## src/rtl/multicycle_ctrl.sv

```systemverilog
// Main control FSM for the multi-cycle MIPS datapath: sequences fetch/decode/execute/
// memory/write-back and decodes Moore control outputs from the current state.
module multicycle_ctrl (
    input  logic       clk,
    input  logic       rst,
    input  logic [5:0] opcode,
    input  logic       zero,
    output logic       pc_write,
    output logic       pc_write_cond,
    output logic       pc_en,
    output logic [1:0] pc_source,
    output logic       i_or_d,
    output logic       mem_read,
    output logic       mem_write,
    output logic       ir_write,
    output logic       reg_dst,
    output logic       mem_to_reg,
    output logic       reg_write,
    output logic       alu_src_a,
    output logic [1:0] alu_src_b,
    output logic [1:0] alu_ct_op,
    output logic       insn_done,
    output logic       illegal,
    output logic [3:0] state
);

    typedef enum logic [3:0] {
        S_FETCH  = 4'd0,
        S_DECODE = 4'd1,
        S_MEMADR = 4'd2,
        S_MEMRD  = 4'd3,
        S_MEMWB  = 4'd4,
        S_MEMWR  = 4'd5,
        S_EXEC   = 4'd6,
        S_ALUWB  = 4'd7,
        S_BRANCH = 4'd8,
        S_JUMP   = 4'd9,
        S_ADDIEX = 4'd10,
        S_ADDIWB = 4'd11
    } state_t;

    localparam logic [5:0] OP_RTYPE = 6'b000000;
    localparam logic [5:0] OP_J     = 6'b000010;
    localparam logic [5:0] OP_BEQ   = 6'b000100;
    localparam logic [5:0] OP_ADDIU = 6'b001001;
    localparam logic [5:0] OP_LW    = 6'b100011;
    localparam logic [5:0] OP_SW    = 6'b101011;

    // 4-bit plain register so the unused encodings 12-15 are representable and recover.
    logic [3:0] state_q, state_d;

    always_ff @(posedge clk) begin
        if (!rst) state_q <= S_FETCH;
        else      state_q <= state_d;
    end

    always_comb begin
        state_d = S_FETCH;
        case (state_q)
            S_FETCH:  state_d = S_DECODE;
            S_DECODE: begin
                case (opcode)
                    OP_LW, OP_SW: state_d = S_MEMADR;
                    OP_RTYPE:     state_d = S_EXEC;
                    OP_BEQ:       state_d = S_BRANCH;
                    OP_J:         state_d = S_JUMP;
                    OP_ADDIU:     state_d = S_ADDIEX;
                    default:      state_d = S_FETCH;
                endcase
            end
            S_MEMADR: begin
                if (opcode == OP_LW)      state_d = S_MEMRD;
                else if (opcode == OP_SW) state_d = S_MEMWR;
                else                      state_d = S_FETCH;
            end
            S_MEMRD:  state_d = S_MEMWB;
            S_EXEC:   state_d = S_ALUWB;
            S_ADDIEX: state_d = S_ADDIWB;
            default:  state_d = S_FETCH;
        endcase
    end

    // Outputs are gated by rst so an asserted reset silences the datapath in the same cycle.
    always_comb begin
        pc_write      = 1'b0;
        pc_write_cond = 1'b0;
        pc_source     = 2'b00;
        i_or_d        = 1'b0;
        mem_read      = 1'b0;
        mem_write     = 1'b0;
        ir_write      = 1'b0;
        reg_dst       = 1'b0;
        mem_to_reg    = 1'b0;
        reg_write     = 1'b0;
        alu_src_a     = 1'b0;
        alu_src_b     = 2'b00;
        alu_ct_op     = 2'b00;
        insn_done     = 1'b0;
        illegal       = 1'b0;
        state         = 4'd0;
        if (rst) begin
            state = state_q;
            case (state_q)
                S_FETCH: begin
                    mem_read  = 1'b1;
                    ir_write  = 1'b1;
                    pc_write  = 1'b1;
                    alu_src_b = 2'b01;
                end
                S_DECODE: begin
                    alu_src_b = 2'b11;
                    case (opcode)
                        OP_LW, OP_SW, OP_RTYPE, OP_BEQ, OP_J, OP_ADDIU: illegal = 1'b0;
                        default: illegal = 1'b1;
                    endcase
                    insn_done = illegal;
                end
                S_MEMADR, S_ADDIEX: begin
                    alu_src_a = 1'b1;
                    alu_src_b = 2'b10;
                end
                S_MEMRD: begin
                    i_or_d   = 1'b1;
                    mem_read = 1'b1;
                end
                S_MEMWR: begin
                    i_or_d    = 1'b1;
                    mem_write = 1'b1;
                    insn_done = 1'b1;
                end
                S_MEMWB: begin
                    mem_to_reg = 1'b1;
                    reg_write  = 1'b1;
                    insn_done  = 1'b1;
                end
                S_EXEC: begin
                    alu_src_a = 1'b1;
                    alu_ct_op = 2'b10;
                end
                S_ALUWB: begin
                    reg_dst   = 1'b1;
                    reg_write = 1'b1;
                    insn_done = 1'b1;
                end
                S_ADDIWB: begin
                    reg_write = 1'b1;
                    insn_done = 1'b1;
                end
                S_BRANCH: begin
                    alu_src_a     = 1'b1;
                    alu_ct_op     = 2'b01;
                    pc_write_cond = 1'b1;
                    pc_source     = 2'b01;
                    insn_done     = 1'b1;
                end
                S_JUMP: begin
                    pc_write  = 1'b1;
                    pc_source = 2'b10;
                    insn_done = 1'b1;
                end
                default: state = state_q;
            endcase
        end
    end

    assign pc_en = pc_write | (pc_write_cond & zero);

endmodule

```

## config.mk

```make
export PLATFORM = sky130hd
export DESIGN_NAME = multicycle_ctrl
export DESIGN_NICKNAME = d
export VERILOG_FILES = /design/src/rtl/multicycle_ctrl.sv
export SDC_FILE = /design/constraint.sdc
export NUM_CORES = 1
export LEC_CHECK = 0
export ABC_AREA = 1
export ABC_CLOCK_PERIOD_IN_PS = 1000
export BUFFER_PORTS_ARGS = -buffer_cell sky130_fd_sc_hd__buf_2
export CORE_AREA = 2 2 45 47
export CTS_CLUSTER_SIZE = 10
export DETAILED_ROUTE_END_ITERATION = 7
export DIE_AREA = 0 0 47 49
export HOLD_SLACK_MARGIN = 0.05
export PLACE_DENSITY_LB_ADDON = 0.2
export SLEW_MARGIN = 40
export SYNTH_ARGS = -nofsm -noshare
export SYNTH_HDL_FRONTEND = slang
export SYNTH_SLANG_ARGS = --single-unit
```

## constraint.sdc

```tcl
create_clock -name clk -period 1 [get_ports clk]
set_input_delay 0.1 -clock clk [delete_from_list [all_inputs] [get_ports clk]]
set_output_delay 0.1 -clock clk [all_outputs]
set_load 0.03 [all_outputs]
```

# Word level (Yosys, flattened, before mapping)
# Cells that the tools add are included.
dict set report totals {
  register_bits 4
  latch_bits 0
  mem_bits_rw 0
  mem_bits_ro 0
  inputBits 9
  output_inout_bits 23
  elab_cells 66
  n_memories 0
}
dict set report classes {
  n_addsub 0
  n_mul 0
  div_mod_pow 0
  magnitude_cmp 0
  n_eq_ne 16
  shifts 0
  mux 36
  n_bitwise 2
  n_reduce_logical 11
}
# op n
set ops {}
lappend ops {{$mux W1} 24}
lappend ops {{$pmux W4 S6} 1}
lappend ops {{$pmux W4 S5} 1}
lappend ops {{$eq A4 B3 Y1 const B} 4}
lappend ops {{$eq A4 B4 Y1 const B} 4}
lappend ops {{$eq A6 B6 Y1 const B} 2}
lappend ops {{$reduce_or A6 Y1} 2}
lappend ops {{$reduce_or A2 Y1} 5}
lappend ops {{$eq A4 B2 Y1 const B} 2}
lappend ops {{$pmux W2 S2} 2}
lappend ops {{$eq A6 B2 Y1 const B} 1}
lappend ops {{$eq A6 B3 Y1 const B} 1}
lappend ops {{$eq A6 B4 Y1 const B} 1}
lappend ops {{$logic_not A6 Y1} 1}
lappend ops {{$mux W2} 3}
lappend ops {{$mux W3} 2}
lappend ops {{$pmux W2 S3} 1}
lappend ops {{$eq A4 B1 Y1 const B} 1}
lappend ops {{$logic_not A4 Y1} 1}
lappend ops {{$mux W4} 1}
lappend ops {{$reduce_or A4 Y1} 1}
lappend ops {{$reduce_or A3 Y1} 1}
lappend ops {{$pmux W1 S2} 1}
lappend ops {{$and A1 B1 Y1} 1}
lappend ops {{$or A1 B1 Y1} 1}

# Logic depth before layout (Yosys ltp)
dict set report depth {
  word_depth 5
  depth_mapped 9
}

# Least setup slack after synthesis
# OpenSTA, ideal clock, no wires.
dict set report synth_path {
  path_type {register to output}
  start {register state_q[1]}
  end {output port pc_en}
  t_arrival_ns 1.758
  required_ns 0.900
  slack_ns -0.858
  stages_incl_launch_ff 6
  n_path_buf 1
  cell_sequence {dfxtp_1 buf_6 nor2_1 inv_1 nor3_1 a21o_1}
}
dict set report synth_between {
  elab_chain_len 5
  word_cells_on_any_way 10
  classes_between {2 x eq/ne; 4 x mux; 2 x bitwise; 2 x reduce/logical}
}
# item line_no
set synth_lines {}
lappend synth_lines {{start: declaration} 50} ;# logic [3:0] state_q, state_d;
lappend synth_lines {{start signal: assignment} 54} ;# else state_q <= state_d;
lappend synth_lines {{$eq A4 B4 Y1} 103} ;# case (state_q)
lappend synth_lines {{$mux W1} 103}
lappend synth_lines {{$mux W1} 101} ;# if (rst) begin
lappend synth_lines {{via pc_write_cond} 9} ;# output logic pc_write_cond,
lappend synth_lines {{$and A1 B1 Y1} 166} ;# assign pc_en = pc_write | (pc_write_cond & zero);
lappend synth_lines {{$or A1 B1 Y1} 166}
lappend synth_lines {{end: declaration} 10} ;# output logic pc_en,
# The timed path passes the listed nets, and every way through them passes these cells.

# Final worst setup path
dict set report layout_path {
  start {register state_q[3]}
  end {output port mem_read}
}
dict set report layout_between {
  elab_chain_len 4
  word_cells_on_any_way 5
  classes_between {1 x eq/ne; 2 x mux; 2 x reduce/logical}
}
# item line_no
set layout_lines {}
lappend layout_lines {{$eq A4 B2 Y1 or $logic_not A4 Y1 (tied branches)} 103}
lappend layout_lines {{$reduce_or A2 Y1 (no source line) (*)} --}
lappend layout_lines {{$mux W1 (*)} 103}
lappend layout_lines {{$mux W1 (*)} 101}
lappend layout_lines {{end: declaration} 13} ;# output logic mem_read,
# Mark *: on every way between the ends. The rest lies on a longest branch, timed or not.

==> metrics <==
post-synthesis sequential area ratio=~13%; Hold Fails Final Rpt=0; syn nets=roughly 120; core occupancy in the finished layout=between 80 and 90%; final setup skew=~0.0084 ns; CTS clock-pin slew for the worst setup and hold paths=0.05 ns; mean number of vias per cell=about 5.2; first-pass detailed-route iteration total=4; global-route wire length before repair=just under 5000 um; antenna fix cells=0; TritonCTS clock tree=yes; critical path, cell by cell=nor2_4, nand3_2, a21oi_2, buf_2; synth unique cells=22; Iteration-0 DRC Markers=43; largest stage delay on the critical path=~0.37 ns; cell count of the worst reg-to-reg path=8; RePlAce Congestion=between 0.8 and 0.9; worst hold path startpoint=rst; final critical-path required period=around 1.5 ns; signed area change from the synthesized netlist to the final layout=168%; flip-flop count of the largest register, all copies and words added=4; Hold EP=state_q[2]; WL per Instance=about 16 um; number of max-cap violations=0; die span in y=about 49 um; cell type of the slowest stage on the worst timing path=sky130_fd_sc_hd__dfxtp_4; Max-Slew Margin vs Limit=~80%; largest reg by FF count=state_q; yosys warns=0; most instantiated cells after synthesis=sky130_fd_sc_hd__nand2_1, sky130_fd_sc_hd__nor2_1, sky130_fd_sc_hd__inv_1; path class of the lowest-slack min-delay path=input pin to register; registers with the most flip-flops=state_q x4; violated checks=setup timing; buffer levels on the longest clock path=2; Layout Nets=~200; Hold Path Depth=4; largest fanout on the critical path=5; r2r endpoint=state_q[2]; number of global-route vias before repair=~1.1k; initial standard-cell utilization of the core=around 32%; Crit Reg-Reg Startpoint=state_q[3]; dominant synthesized flop cell=sky130_fd_sc_hd__dfxtp_1; share of post-route cells with drive strength above 1=71.4%; combined global-route utilization of all metal layers=around 29%; largest area contributor in the synthesized netlist=sky130_fd_sc_hd__nand2_1; leading cell types by total area after synthesis=sky130_fd_sc_hd__nand2_1, sky130_fd_sc_hd__nor2_1, sky130_fd_sc_hd__dfxtp_1; area share of the largest cell type after synthesis=~17%; crit share post-route=151%; Port Buffer Count=31; average footprint of a synthesized cell=between 5 and 6 um2; DRC violations left=0; largest net degree at the start of global routing=8; vias after detailed routing=approximately 1.1k; worst slack, placed=-0.270 ns; number of synthesized register bits=4; floorplan core area=around 0.0018 mm2; number of enable flip-flop cells after synthesis=0; number of clock sinks=4; capturing element type of the critical path=output pin; Register-to-Register Setup Slack=-0.49 ns; unrepaired setup endpoints after global routing=true; Ports=32; most common cell in the synthesized netlist=sky130_fd_sc_hd__nand2_1; Site Rows=16; leakage power total=approximately 0.79 nW; synthesized instance count=between 100 and 150; final instance area=0.00160 mm2; # hold bufs at CTS=0; PD cells=around 560 mW/mm2; count of H-tree levels built during CTS=1; post-detailed-placement cell area=~0.0012 mm2; crit path launch type=register; transition time of the tightest slew-check pin=between 0.3 and 0.4 ns; TritonCTS buffer count=3; Worst-Skew Late Latency=between 0.2 and 0.3 ns; share of synthesized flip-flops with an asynchronous set or reset=0%; total standard cell area after synthesis=about 600 um2; slack of the critical path=-0.512 ns; area of the die=about 0.0023 mm2; CTS root buf=sky130_fd_sc_hd__clkbuf_4; Pwr Total=slightly below 900 uW; Max Slew Vio Count=0; antenna violations before repair=0; GR Overflow Total=0; CP Data Required Time=~0.90 ns; outcome=finished with violations; DRT Wirelength=3540 um; horizontal die dimension=around 47 um; Crit Path Category=register to output pin; Setup violations, final=27; arrival time of the worst setup path=1.41 ns; IR Drop Worst-Case VDD=between 0.0005 and 0.0006 V; DPL Wire Length=between 1500 and 2000 um; Routed Antenna Nets=0; Max Clock Freq=roughly 660 MHz
layout make-up:
cell class,count,area (um2)
inverters,23,104
fillers,93,239
flip-flops and latches,4,95.1
well taps,27,33.8
clock buffers,4,26.3
multi-input cells,84,667
repair buffers,74,677
per-layer routing:
layer	global-route usage (%)	vias up	routed length, um
met5	0	-	0
met4	14.4	0	205
met3	4.07	20	218
met2	54.3	78	1880
met1	28.7	519	1240
li1	-	506	-
repair_timing:
item                       in CTS  in global routing
cloned                          0                  0
gates resized for setup        77                 17
setup endpoints to repair      27                 27
setup buffers                   9                  3
pin swaps                      12                  7
hold endpoints to repair        0                  0
through the flow:
step / hold slack (ns) / setup TNS [ns] / std cells
after floorplan: 0.345 / -2.46 / 115
after global placement: 0.518 / -3.69 / 201
after detailed placement: 0.515 / -4.16 / 201
after CTS: 0.310 / -8.43 / 214
after global routing: 0.406 / -11.18 / 216
final: 0.387 / -10.48 / 216
critical path, delay by kind of cell (launching register included):
kind | cells | cell delay, ns
flops | 1 | 0.37
compound gates | 1 | 0.16
simple gates | 2 | 0.41
buf+inv | 1 | 0.21
worst max-delay path by stage:
| stage | startpoint | end | slack (ns) |
|---|---|---|---|
| after CTS | state_q[2] | mem_read | -0.43 |
| after detailed placement | state_q[1] | pc_en | -0.27 |
| after global routing | state_q[3] | mem_read | -0.55 |
| after global placement | state_q[2] | insn_done | -0.23 |
| after floorplan | state_q[1] | pc_en | -0.30 |
| final | state_q[3] | mem_read | -0.51 |
kinds of logic (layout without fill, tap and decap cells):
logic type	after synthesis	count (layout)	share of synthesized area [%]
flops	4	4	13.4
simple gates	72	72	55.0
buf+inv	27	101	19.7
compound gates	12	12	11.9
power by group:
| part | internal [mW] | leakage (nW) | switching [mW] |
|---|---|---|---|
| clock | 0.153 | 0.0150 | 0.110 |
| sequential | 0.157 | 0.0355 | 0.0118 |
| combinational | 0.204 | 0.744 | 0.258 |
cells in the final DEF, fill, tap and decap left out, types with 3 or more instances in the layout:
cell type / instances
sky130_fd_sc_hd__nor2_4: 11
sky130_fd_sc_hd__nand3_2: 3
sky130_fd_sc_hd__buf_6: 35
sky130_fd_sc_hd__nand2_1: 17
sky130_fd_sc_hd__nand2_2: 3
sky130_fd_sc_hd__buf_4: 29
sky130_fd_sc_hd__nand2_4: 5
sky130_fd_sc_hd__dfxtp_4: 4
sky130_fd_sc_hd__nor2_1: 14
sky130_fd_sc_hd__a21oi_2: 4
sky130_fd_sc_hd__inv_2: 5
sky130_fd_sc_hd__nand3_1: 3
sky130_fd_sc_hd__inv_1: 11
sky130_fd_sc_hd__nor3_4: 4
sky130_fd_sc_hd__inv_4: 7
sky130_fd_sc_hd__buf_2: 9
sky130_fd_sc_hd__nor2_2: 4
sky130_fd_sc_hd__clkbuf_4: 3
sky130_fd_sc_hd__nand4_1: 3
Power figures use the tool's default switching activity.
